<file path="src/rtl/ps2_pkg.sv">
// Shared PS/2 definitions: FSM states, common keyboard command bytes, frame size.
// Latency: n/a (types and constants only).
// Backpressure: n/a.
package ps2_pkg;

  typedef enum logic [2:0] {
    IDLE      = 3'd0,
    INHIBIT   = 3'd1,
    REQ       = 3'd2,
    SEND      = 3'd3,
    ACK       = 3'd4,
    WAIT_IDLE = 3'd5
  } ps2_state_e;

  localparam logic [7:0] CMD_SET_LED = 8'hED;
  localparam logic [7:0] CMD_ENABLE  = 8'hF4;
  localparam logic [7:0] CMD_RESET   = 8'hFF;
  localparam logic [7:0] ACK_BYTE    = 8'hFA;

  // start + 8 data + parity + stop
  localparam int unsigned FRAME_LEN = 11;

  // PS/2 uses odd parity: the parity bit makes the total count of ones odd.
  function automatic logic odd_parity(input logic [7:0] d);
    return ~^d;
  endfunction

endpackage

</file>
<file path="src/rtl/ps2_sync_edge.sv">
// Two-flop synchroniser for the PS/2 clock and data pins plus a clock falling-edge strobe.
// Latency: levels appear 2 cycles after the pin, fall strobe 2-3 cycles after the pin edge.
// Backpressure: none; free-running sampler.
module ps2_sync_edge (
  input  logic clk_i,
  input  logic rst_ni,
  input  logic ps2_clk_i,
  input  logic ps2_data_i,
  output logic sync_clk_o,
  output logic sync_data_o,
  output logic fall_o
);

  logic [1:0] clk_ff_q;
  logic [1:0] data_ff_q;
  logic       clk_prev_q;

  // Resync both pins; reset to the idle-high bus level so no false edge follows reset.
  always_ff @(posedge clk_i or negedge rst_ni) begin
    if (!rst_ni) begin
      clk_ff_q   <= 2'b11;
      data_ff_q  <= 2'b11;
      clk_prev_q <= 1'b1;
    end else begin
      clk_ff_q   <= {clk_ff_q[0], ps2_clk_i};
      data_ff_q  <= {data_ff_q[0], ps2_data_i};
      clk_prev_q <= clk_ff_q[1];
    end
  end

  assign sync_clk_o  = clk_ff_q[1];
  assign sync_data_o = data_ff_q[1];
  assign fall_o      = clk_prev_q & ~clk_ff_q[1];

endmodule

</file>
<file path="src/rtl/ps2_host_tx.sv">
// Host-to-device PS/2 transmitter: inhibit, request-to-send, shift 10 bits on device clock falls, check ACK.
// Latency: INHIBIT_CYCLES of clock inhibit, then paced by the device clock; done/err pulse after ACK/timeout.
// Backpressure: tx_ready only in IDLE; tx_valid is ignored while busy.
module ps2_host_tx
  import ps2_pkg::*;
#(
  parameter int unsigned INHIBIT_CYCLES = 5000,   // must be >= 2
  parameter int unsigned TIMEOUT_CYCLES = 1000000
) (
  input  logic       sys_clk,
  input  logic       rst,
  input  logic [7:0] tx_data,
  input  logic       tx_valid,
  output logic       tx_ready,
  output logic       tx_done,
  output logic       tx_err,
  output logic       busy,
  input  logic       ps2_clk_in,
  input  logic       ps2_data_in,
  output logic       ps2_clk_oe,
  output logic       ps2_data_oe
);

  localparam int unsigned CNT_TOP = (INHIBIT_CYCLES > TIMEOUT_CYCLES) ? INHIBIT_CYCLES
                                                                      : TIMEOUT_CYCLES;
  localparam int unsigned CW = $clog2(CNT_TOP + 1);

  localparam logic [CW-1:0] CNT_SAT      = {CW{1'b1}};
  localparam logic [CW-1:0] INH_LAST     = CW'(INHIBIT_CYCLES - 1);
  localparam logic [CW-1:0] INH_START    = CW'(INHIBIT_CYCLES - 2);
  localparam logic [CW-1:0] TO_LAST      = CW'(TIMEOUT_CYCLES - 1);
  localparam logic [3:0]    LAST_SHIFTED = 4'(FRAME_LEN - 2);

  ps2_state_e     state_q;
  logic [CW-1:0]  cnt_q;
  logic [CW-1:0]  cnt_inc_d;
  logic [3:0]     bit_cnt_q;
  logic [8:0]     shift_q;
  logic           clk_oe_q;
  logic           data_oe_q;
  logic           done_q;
  logic           err_q;

  logic           sync_clk;
  logic           sync_data;
  logic           clk_fall;

  ps2_sync_edge u_sync (
    .clk_i       (sys_clk),
    .rst_ni      (rst),
    .ps2_clk_i   (ps2_clk_in),
    .ps2_data_i  (ps2_data_in),
    .sync_clk_o  (sync_clk),
    .sync_data_o (sync_data),
    .fall_o      (clk_fall)
  );

  // Shared inhibit/timeout counter increments but sticks at all-ones instead of wrapping.
  always_comb begin
    cnt_inc_d = (cnt_q == CNT_SAT) ? cnt_q : cnt_q + 1'b1;
  end

  // Transfer FSM with registered pin enables and result pulses.
  always_ff @(posedge sys_clk or negedge rst) begin
    if (!rst) begin
      state_q   <= IDLE;
      cnt_q     <= '0;
      bit_cnt_q <= '0;
      shift_q   <= '0;
      clk_oe_q  <= 1'b0;
      data_oe_q <= 1'b0;
      done_q    <= 1'b0;
      err_q     <= 1'b0;
    end else begin
      done_q <= 1'b0;
      err_q  <= 1'b0;
      case (state_q)
        IDLE: begin
          if (tx_valid) begin
            shift_q   <= {odd_parity(tx_data), tx_data};
            cnt_q     <= '0;
            clk_oe_q  <= 1'b1;
            data_oe_q <= 1'b0;
            state_q   <= INHIBIT;
          end
        end
        INHIBIT: begin
          cnt_q <= cnt_inc_d;
          // start bit goes low in the final inhibit cycle
          if (cnt_q == INH_START) begin
            data_oe_q <= 1'b1;
          end
          if (cnt_q == INH_LAST) begin
            clk_oe_q  <= 1'b0;
            cnt_q     <= '0;
            bit_cnt_q <= '0;
            state_q   <= REQ;
          end
        end
        default: begin
          // timeout wins over any clock fall seen in the same cycle
          if (cnt_q >= TO_LAST) begin
            clk_oe_q  <= 1'b0;
            data_oe_q <= 1'b0;
            err_q     <= 1'b1;
            state_q   <= IDLE;
          end else begin
            cnt_q <= cnt_inc_d;
            case (state_q)
              REQ, SEND: begin
                if (clk_fall) begin
                  // LSB first; ones shifted in make the 10th bit a released (high) stop bit
                  bit_cnt_q <= bit_cnt_q + 4'd1;
                  data_oe_q <= ~shift_q[0];
                  shift_q   <= {1'b1, shift_q[8:1]};
                  state_q   <= (bit_cnt_q == LAST_SHIFTED) ? ACK : SEND;
                end
              end
              ACK: begin
                if (clk_fall) begin
                  if (sync_data) begin
                    err_q   <= 1'b1;
                    state_q <= IDLE;
                  end else begin
                    state_q <= WAIT_IDLE;
                  end
                end
              end
              WAIT_IDLE: begin
                if (sync_clk && sync_data) begin
                  done_q  <= 1'b1;
                  state_q <= IDLE;
                end
              end
              default: begin
              end
            endcase
          end
        end
      endcase
    end
  end

  assign tx_ready    = (state_q == IDLE);
  assign busy        = (state_q != IDLE);
  assign tx_done     = done_q;
  assign tx_err      = err_q;
  assign ps2_clk_oe  = clk_oe_q;
  assign ps2_data_oe = data_oe_q;

endmodule
</file>
<file path="config.mk">
export PLATFORM = sky130hd
export DESIGN_NAME = ps2_host_tx
export DESIGN_NICKNAME = d
export VERILOG_FILES = /design/src/rtl/ps2_pkg.sv /design/src/rtl/ps2_sync_edge.sv /design/src/rtl/ps2_host_tx.sv
export SDC_FILE = /design/constraint.sdc
export NUM_CORES = 1
export LEC_CHECK = 0
export BUFFER_PORTS_ARGS = -buffer_cell sky130_fd_sc_hd__buf_2
export CAP_MARGIN = 20
export CORE_ASPECT_RATIO = 0.5
export CORE_MARGIN = 3
export CORE_UTILIZATION = 45
export DETAILED_ROUTE_END_ITERATION = 8
export GPL_ROUTABILITY_DRIVEN = 0
export GPL_TIMING_DRIVEN = 0
export PLACE_DENSITY = 0.67
export SLEW_MARGIN = 25
export SYNTH_ARGS = -nofsm -noshare
export SYNTH_HDL_FRONTEND = slang
export SYNTH_SLANG_ARGS = --single-unit
</file>
<file path="constraint.sdc">
create_clock -name sys_clk -period 2.3 [get_ports sys_clk]
set_input_delay 0.115 -clock sys_clk [delete_from_list [all_inputs] [get_ports sys_clk]]
set_output_delay 0.115 -clock sys_clk [all_outputs]
set_load 0.1 [all_outputs]
</file>
==> qor.yml <==
setup_path:
  cp_num_buf_inv: 2
  startpoint: "cnt_q[3]"
  path_class: "reg2reg"
  critical_path.endpoint_type: "register"
  critPathSlowestCell: "or4_4"
  reg2reg_from: "cnt_q[3]"
  worst-path-stages: 8
  arrival_ps: 2390
  crit_path_cell_trace: "or4_4, nor4b_4, buf_4, nand4_4, and2_4, buf_6, o2bb2ai_2, a21o_1"
  worst_setup_path_start_kind: "register"
  required_ps: 2470
  max_stage_delay_ps: 560
  critPathTopFamily: "simple AND/OR/NAND/NOR gates"
  ff2ff_path_depth: 8
  worst-path-max-fanout: 6
timing:
  relSlewSlack_pct: 61.8
  clock.fmax_ghz: 0.451
  setup_viol: 0
  hold_violations: 0
  worst_pin_slew_ps: 573
  clock_skew_ps: 5.59
  min_period_ps: 2220
  drv_slew: 0
  period_share_pct: 96.4
clocking:
  cts-buffers-inserted: 5
  cts_tree: "built"
  clkLatencyLatePin_ps: 280
  ctsLongestPathBuffers: 2
  clkSinkCount: 45
  cts_root_buf: "clkbuf_16"
  clk_pin_slew_ps: 60
  cts_max_level: 2
floorplanning:
  row_count: 18
  die_h_um: 59.8
  die_w_um: 114
  core-area_um2: 5250
  die_area_um2: 6780
  ios: 19
  start_util_pct: 49.6
grt:
  grt_pass1_wl_um: 10100
  first_global_vias: 2094
  antenna_found_initial: 0
  grt_use_total_pct: 18.8
  grt_overflow_total: 0
  grt_max_degree: 46
placed_design:
  port_buffers: 18
  hpwl_um: 4140
  placed_cell_area_um2: 2810
route:
  vias_per_cell: 5.75
  drtAntennaViolNets: 0
  firstDrtPassIters: 4
  drt-wirelength-per-cell_um: 15.3
  vias: 2207
  drc: 0
  drt_wl_total_um: 5860
  drt_iter0_markers: 153
synth:
  seq_area_frac_synth_pct: 43.5
  synth_top_family_by_area: "simple AND/OR/NAND/NOR gates"
  synth_cell_types: 54
  synth-compound-area-share_pct: 16.9
  muxShareOfSynthArea_pct: 4.23
  synth_adder_area_share_pct: 1.92
  netlist_instances: 279
  synth_area_per_cell_um2: 9.32
  synth_flop_cell: "dfrtp_1"
  synth_xor_xnor_area_share_pct: 3.37
  synth_edf_count: 0
  synth-seq-cells: 45
  netlist_area_um2: 2600
  async_reset_ff_share_pct: 100
  synth_simple_gate_area_share_pct: 26.8
  yosys_warnings: 0
  synth_nets: 296
status:
  outcome: "complete, no violations"
final_layout:
  final_common_cell: "dfrtp_1"
  drive_above_1_share_pct: 23.2
  syn_to_final_growth_pct: 19.2
  mostFrequentLayoutCells: "40 x dfrtp_1, 30 x nand2_1, 21 x buf_2, 21 x o21ai_0, 18 x a21oi_1"
  nNetsFinal: 330
  diodes: 0
  fin_area_um2: 3100
  n_fill_cell: 460
pwr:
  power_density_nw_per_um2: 1080
  p_leak_nw: 1.39
  peakVddDrop_mv: 0.707
  power_mw: 3.34
min_path:
  min-delay-start: "tx_data[1]"
  hold_path_class: "in2reg"
  hold_depth: 3
flow_run:
  maxCapViolCount: 0
-- cell type report --
class,count,area [µm²],share of cell area [%]
tap,70,87.6,2.82
timing repair buffer,27,168,5.41
multi-input combinational,216,1440,46.4
clock buffer,6,129,4.16
clock inverter,2,35.0,1.13
sequential,45,1130,36.5
inverter,9,37.5,1.21
buffer,9,73.8,2.38
-- registers in the layout (all words and copies together), names as in the netlist --
| signal | flops |
|---|---|
| u_sync.clk_prev_q | 1 |
| u_sync.data_ff_q | 2 |
| ps2_clk_oe | 1 |
| bit_cnt_q | 4 |
| tx_done | 1 |
| u_sync.clk_ff_q | 2 |
| ps2_data_oe | 1 |
| cnt_q | 20 |
| state_q | 3 |
| tx_err | 1 |
| shift_q | 9 |
-- power by group --
group	switching, mW	internal, mW
clock network	0.287	0.511
registers	0.197	1.00
logic	0.828	0.515
total	1.31	2.03
-- through the flow --
step	std cells	TNS [ps]	util (%)	setup WS (ps)	hold WS (ps)
floorplan	279	0	-	21.4	-181
global placement	367	0	53.6	6.13	221
detailed placement	367	-279	53.6	-40.7	222
CTS	379	0	57.5	13.0	43.9
global route	384	-22.5	59.1	-10.3	158
finish	384	0	59.1	83.0	150
-- cells in the mapped netlist (2+ instances only) --
cell type / number / area share (%)
o21ai_1: 3 / 0.58
and3_1: 3 / 0.72
nand4_4: 2 / 1.6
o31ai_1: 2 / 0.58
and3_2: 3 / 0.87
nor3b_1: 2 / 0.58
nand2b_1: 2 / 0.48
a21oi_1: 20 / 3.8
or2_2: 6 / 1.4
a21o_1: 2 / 0.58
nor2_1: 17 / 2.5
mux2i_1: 11 / 4.2
dfrtp_1: 40 / 38
nor3_1: 9 / 1.7
nand3_1: 17 / 3.3
xnor2_1: 6 / 2.0
a31oi_1: 4 / 0.96
clkbuf_1: 2 / 0.29
inv_1: 9 / 1.3
buf_2: 5 / 0.96
or3_1: 9 / 2.2
nand2_1: 30 / 4.3
nor4b_1: 2 / 0.67
dfstp_2: 5 / 5.1
a211o_1: 2 / 0.67
a211oi_1: 2 / 0.58
o21a_1: 4 / 1.2
nand4_1: 6 / 1.4
ha_1: 4 / 1.9
xor2_1: 4 / 1.3
o21ai_0: 21 / 4.0
o211ai_1: 3 / 0.87
-- tightest hold or removal path, cell delays in order --
cell and delay (ps):
buf_2 90, mux2i_1 60, o21ai_0 130
-- worst paths after layout --
path | slack (ps) | to
max reg2reg | 80 | cnt_q[7]
min reg2reg | 360 | u_sync.clk_ff_q[1]
max in group asynchronous | 1540 | cnt_q[9]
min in group asynchronous | 370 | state_q[2]
max | 80 | cnt_q[7]
min | 150 | shift_q[1]
-- repair_timing --
item / 4_1_cts / 5_1_grt
pin swaps: 1 / 3
endpoints found under the hold margin: 2 / 40
gates cloned: 0 / 0
setup buffers: 2 / 4
endpoints found under the setup margin: 31 / 36
hold buffers: 2 / 1
gates resized for setup: 2 / 7
-- per-layer routing --
metal	wire, µm	GRT usage (%)	vias to the layer above
met5	0	0	-
met1	3020	26.6	1068
met4	27	5.14	0
li1	-	-	1092
met3	228	4.04	2
met2	2590	29.5	45
-- kinds of logic (layout without fill, tap and decap cells) --
| kind of cell | Yosys count | in the layout |
|---|---|---|
| compound gates | 70 | 70 |
| xor+xnor | 10 | 10 |
| fa+ha+maj | 4 | 4 |
| buf+inv | 18 | 53 |
| flops | 45 | 45 |
| mux | 11 | 11 |
| simple gates | 121 | 121 |
Power figures use the tool's default switching activity.
